<file path="src/rtl/cpu_pkg.sv">
// Shared definitions for the memory transfer unit: FSM encoding and default widths.
package cpu_pkg;

  localparam int unsigned DATA_W_DEF  = 32;
  localparam int unsigned ADDR_W_DEF  = 9;
  localparam int unsigned TIMEOUT_DEF = 15;

  typedef enum logic [1:0] {
    ST_IDLE = 2'd0,
    ST_REQ  = 2'd1,
    ST_DONE = 2'd2,
    ST_ERR  = 2'd3
  } xfer_state_e;

endpackage

</file>
<file path="src/rtl/wait_counter.sv">
// Counts memory wait cycles; expired flags that the counter has reached TIMEOUT.
module wait_counter
  import cpu_pkg::*;
#(
  parameter int unsigned TIMEOUT = TIMEOUT_DEF
) (
  input  logic clk,
  input  logic rst_n,
  input  logic clr,
  input  logic en,
  output logic expired
);

  // A zero TIMEOUT still needs one bit of storage; expiry is then never flagged.
  localparam int unsigned CNT_W = (TIMEOUT > 0) ? $clog2(TIMEOUT + 1) : 1;

  logic [CNT_W-1:0] cnt_q;

  always_ff @(posedge clk or negedge rst_n) begin
    if (!rst_n) begin
      cnt_q <= '0;
    end else if (clr) begin
      cnt_q <= '0;
    end else if (en) begin
      cnt_q <= cnt_q + CNT_W'(1);
    end
  end

  assign expired = (TIMEOUT != 0) && (cnt_q == CNT_W'(TIMEOUT));

endmodule

</file>
<file path="src/rtl/mem_xfer_unit.sv">
// MAR/MDR front end with a single-outstanding memory read/write handshake,
// wait-cycle timeout and sticky error reporting.
module mem_xfer_unit
  import cpu_pkg::*;
#(
  parameter int unsigned DATA_W  = DATA_W_DEF,
  parameter int unsigned ADDR_W  = ADDR_W_DEF,
  parameter int unsigned TIMEOUT = TIMEOUT_DEF
) (
  input  logic              Clock,
  input  logic              Clear,
  input  logic [DATA_W-1:0] BusMuxIn,
  input  logic              MARin,
  input  logic              MDRin,
  input  logic              start_rd,
  input  logic              start_wr,
  output logic [ADDR_W-1:0] mar_q,
  output logic [DATA_W-1:0] mdr_q,
  output logic              busy,
  output logic              done,
  output logic              err,
  output logic              mem_req,
  output logic              mem_we,
  output logic [ADDR_W-1:0] mem_addr,
  output logic [DATA_W-1:0] mem_wdata,
  input  logic              mem_ack,
  input  logic [DATA_W-1:0] mem_rdata
);

  xfer_state_e       state_q, state_d;
  logic [ADDR_W-1:0] mar_d, addr_d;
  logic [DATA_W-1:0] mdr_d, wdata_d;
  logic              req_d, we_d, done_d, err_d, busy_d;
  logic              cnt_clr, cnt_en, cnt_expired;

  wait_counter #(
    .TIMEOUT (TIMEOUT)
  ) u_wait_counter (
    .clk     (Clock),
    .rst_n   (Clear),
    .clr     (cnt_clr),
    .en      (cnt_en),
    .expired (cnt_expired)
  );

  // Next state and next value of every registered output.
  always_comb begin
    state_d = state_q;
    mar_d   = mar_q;
    mdr_d   = mdr_q;
    req_d   = mem_req;
    we_d    = mem_we;
    addr_d  = mem_addr;
    wdata_d = mem_wdata;
    done_d  = 1'b0;
    err_d   = err;
    cnt_clr = 1'b0;
    cnt_en  = 1'b0;

    unique case (state_q)
      ST_IDLE: begin
        if (MARin) mar_d = BusMuxIn[ADDR_W-1:0];
        if (MDRin) mdr_d = BusMuxIn;
        if (start_rd && start_wr) begin
          err_d  = 1'b1;
          done_d = 1'b1;
        end else if (start_rd || start_wr) begin
          state_d = ST_REQ;
          req_d   = 1'b1;
          we_d    = start_wr;
          addr_d  = mar_q;
          wdata_d = mdr_q;
          err_d   = 1'b0;
          cnt_clr = 1'b1;
        end
      end
      ST_REQ: begin
        // Ack wins over expiry when both land in the same cycle.
        if (mem_ack) begin
          state_d = ST_DONE;
          req_d   = 1'b0;
          done_d  = 1'b1;
          if (!mem_we) mdr_d = mem_rdata;
        end else if (cnt_expired) begin
          state_d = ST_ERR;
          req_d   = 1'b0;
          done_d  = 1'b1;
          err_d   = 1'b1;
        end else begin
          cnt_en = 1'b1;
        end
      end
      ST_DONE: state_d = ST_IDLE;
      ST_ERR:  state_d = ST_IDLE;
      default: state_d = ST_IDLE;
    endcase

    busy_d = (state_d != ST_IDLE);
  end

  always_ff @(posedge Clock or negedge Clear) begin
    if (!Clear) begin
      state_q   <= ST_IDLE;
      mar_q     <= '0;
      mdr_q     <= '0;
      mem_req   <= 1'b0;
      mem_we    <= 1'b0;
      mem_addr  <= '0;
      mem_wdata <= '0;
      busy      <= 1'b0;
      done      <= 1'b0;
      err       <= 1'b0;
    end else begin
      state_q   <= state_d;
      mar_q     <= mar_d;
      mdr_q     <= mdr_d;
      mem_req   <= req_d;
      mem_we    <= we_d;
      mem_addr  <= addr_d;
      mem_wdata <= wdata_d;
      busy      <= busy_d;
      done      <= done_d;
      err       <= err_d;
    end
  end

endmodule

</file>
<file path="config.mk">
export PLATFORM = sky130hd
export DESIGN_NAME = mem_xfer_unit
export DESIGN_NICKNAME = d
export VERILOG_FILES = /design/src/rtl/cpu_pkg.sv /design/src/rtl/wait_counter.sv /design/src/rtl/mem_xfer_unit.sv
export SDC_FILE = /design/constraint.sdc
export NUM_CORES = 1
export LEC_CHECK = 0
export CORE_AREA = 5 5 110 112
export DETAILED_ROUTE_END_ITERATION = 8
export DIE_AREA = 0 0 115 117
export GPL_TIMING_DRIVEN = 0
export PLACE_DENSITY = 0.71
export RECOVER_POWER = 25
export SKIP_CTS_REPAIR_TIMING = 1
export SKIP_LAST_GASP = 1
export SYNTH_ARGS = -nofsm -noshare
export SYNTH_HDL_FRONTEND = slang
export SYNTH_SLANG_ARGS = --single-unit
</file>
<file path="constraint.sdc">
create_clock -name Clock -period 4.2 [get_ports Clock]
set_clock_uncertainty 0.2 [all_clocks]
set_input_delay 0.84 -clock Clock [delete_from_list [all_inputs] [get_ports Clock]]
set_output_delay 0.84 -clock Clock [all_outputs]
set_load 0.01 [all_outputs]
</file>
==> impl_results.md, run 1 <==
- Die W: between 100 and 150 um
- Ys async rst share: 1.00
- Total global routing overflow: 0
- Final Hold Fails: 0
- Top-Level Pins: around 160
- Row Count: 39
- H-tree depth: 3
- Final WL: approximately 10000 um
- Ys flop type: dfrtp_1
- Worst Path Arrival: around 2.8 ns
- Simple-gate share of the synthesized area: 0.0306
- Clock-pin slew on the worst setup and hold paths: ~0.070 ns
- Max_cap viols: 1
- Clk sinks: 93
- Startpoint of the worst hold path: mem_addr[0]
- R2r worst-path depth: 5
- Peak supply drop: around 0.00035 V
- Max-slew violation count: 36
- FMAX: between 0.3 and 0.4 GHz
- Max FO, Critical Path: 10
- Die extent in y: 117 um
- Post-detailed-route via-to-cell ratio: approximately 4.7
- Reg-to-reg startpoint: state_q[0]
- Vias in the first global route: roughly 3000
- # DRC: 0
- DIE AREA: between 10000 and 15000 um2
- Post-synth top cells: 93 x dfrtp_1, 59 x mux2_2, 56 x mux2_4
- Root buffer cell: clkbuf_16
- Post-route ant nets: 0
- R2R Setup Slk: between 2 and 2.5 ns
- I/O Buffers: roughly 160
- Detail Placement HPWL: about 7600 um
- Hold Path Class: register to register
- Initial drt markers: 63
- DP Area: between 6000 and 7000 um2
- Number of distinct library cells after synthesis: 29
- Crit path capture type: register
- WL per Instance: between 15 and 20 um
- Initial Utilization: 0.386
- CP Class: primary input to register
- Number of flops mapped to enable cells by yosys: 0
- Post-layout min period: 2.81 ns
- Setup violators final: 0
- Initial antenna violation count: 0
- Post-route cell area: approximately 6400 um2
- First-pass GRT wire length: between 15000 and 20000 um
- Global Route Usage Sum: 0.155
- CTS tree: yes
- Flops & latches, synth: 93
- Final Power: 4980 uW
- Post-synth top area cell: dfrtp_1
- Failing checks: capacitance limit, slew limit
- Syn_nets: between 300 and 400
- Mux share of post-synthesis cell area: 0.353
- Worst slew margin: -0.341
- RSZ-0062 raised after global routing: no
- Core Box Area: around 11000 um2
- Largest family of logic cells by synthesized area: multiplexers
- WP data required: about 4.2 ns
- Compound-Gate Fraction of Synth Area: 0.0210
- Startpoint type of the worst setup path: primary input
- PD cells: 784 nW/um2
- Final period util: 0.669
- Post-Syn Area: 4290 um2
- Mean Syn Cell Area: about 16 um2
- Leading post-synthesis cells by cell area: dfrtp_1 54%, mux2_4 20%, mux2_2 15%
- Post-synthesis cell count: around 270
- Synthesis Warnings: 0
- Worst Tran Pin Value: between 2 and 2.5 ns
- Hold-critical path depth: 1
- Status: complete, but fails checks
- Vias post-DR: ~2800
- DRT Pass-1 Iters: 4
- Fillers: 940
- Most frequent cell after synthesis: dfrtp_1
- Sequential share of the synthesized area: 0.543
- Nets: around 510
- Number of inserted diodes: 0
- Leak: between 0.002 and 0.003 uW
- Synth-to-Final Area Change: 48.3%
- Num CTS Buffers: 9
- Xor-xnor portion of the synthesized cell area: 0
- Layout cells sized above 1: 0.338
- Clock Path Buffers: 2
- Reg2reg end: mdr_q[14]
- Largest net degree at the start of global routing: 59
- Adder-Cell Fraction of Synth Area: 0.0117
- Clk_lat worst skew: 0.33 ns
- Hold Path End: mem_addr[0]
- RD Place Congestion: 0.759
- Post-synth top area share: 0.543
==> registers in the layout, summed over array words and instances (netlist names) <==
register / count
busy: 1
mdr_q: 32
state_q: 2
mem_we: 1
mem_req: 1
u_wait_counter.cnt_q: 4
done: 1
mar_q: 9
mem_wdata: 32
err: 1
mem_addr: 9
==> per-layer routing <==
layer / global-route usage / part of all wire
met1: 0.185 / 0.41
met2: 0.264 / 0.49
met3: 0.0530 / 0.085
met4: 0.0493 / 0.012
met5: 0 / 0
==> worst max path at each step <==
stage | slack [ns] | depth (start not counted) | endpoint | start
6_report | 1.39 | 7 | mem_wdata[25] | start_wr
3_3_place_gp | -1.38 | 1 | mem_wdata[18] | Clear
2_1_floorplan | 1.84 | 6 | mem_wdata[23] | start_rd
4_1_cts | 1.35 | 7 | mem_wdata[25] | start_wr
3_5_place_dp | 1.00 | 7 | mem_wdata[25] | start_wr
5_1_grt | 1.25 | 7 | mem_wdata[25] | start_wr
==> layout make-up <==
cell class,count,area (um2),area share
multi-input combinational,156,1790,0.281
clock inverter,5,60.1,0.00944
buffer,15,160,0.0252
tap,143,179,0.0281
clock buffer,10,239,0.0376
sequential,93,2330,0.366
inverter,4,15.0,0.00236
timing repair buffer,158,1590,0.250
==> layout by cell type (no fill, tap or decap), drive strengths merged, types with 3 or more instances in the layout <==
| master | n |
|---|---|
| mux2 | 115 |
| nand2b | 3 |
| ha | 4 |
| nor2 | 5 |
| clkbuf | 11 |
| clkdlybuf4s50 | 156 |
| buf | 16 |
| nand3 | 3 |
| dfrtp | 93 |
| inv | 5 |
| nor3 | 4 |
| a21oi | 6 |
==> where the power goes <==
group          switching, uW  leakage [uW]  internal [uW]
Combinational            917       0.00150           1620
Sequential               283       0.00110           1350
Clock                    336      0.000145            476
==> worst max-delay path, cell delays in order <==
cell and delay [ns]:
clkdlybuf4s50_1 0.52, inv_1 0.08, ha_1 0.27, nor3b_1 0.15, buf_2 0.27, buf_2 0.32
mux2_2 0.37
==> metrics by stage <==
stage / std cells / TNS (ns) / utilization / hold slack [ns] / setup WS, ns
6_report: 584 / 0 / 0.572 / 0.305 / 1.39
5_1_grt: 584 / 0 / 0.572 / 0.321 / 1.25
4_1_cts: 584 / 0 / 0.572 / 0.274 / 1.35
3_5_place_dp: 569 / 0 / 0.545 / 0.296 / 1.00
3_3_place_gp: 568 / -127.32 / 0.543 / 0.289 / -1.38
2_1_floorplan: 268 / 0 / - / 0.308 / 1.84
==> cell families after synthesis <==
kind of cell / count (synthesis)
multiplexers: 116
flip-flops: 93
AND/OR/NAND/NOR: 22
buffers and inverters: 19
AO/OA/AOI/OAI: 14
adder cells (fa/ha/maj): 4
Note: power is estimated with default switching activity, not from simulation.
==> run 2: changes to the inputs <==
clock period = 2.9 ns   (was 4.2 ns; I/O delays follow)
==> results of run 2 <==
The final DEF is identical to that of run 1. Status: complete, but fails checks: capacitance limit, slew limit.
Main changes from that run: setup slack after placement 1.00 ns -> -0.0356 ns; setup slack after layout 1.39 ns -> 0.351 ns; register-to-register setup slack 2.20 ns -> 0.90 ns; total power 4980 uW -> 7220 uW; worst IR drop on VDD 0.000347 V -> 0.000503 V
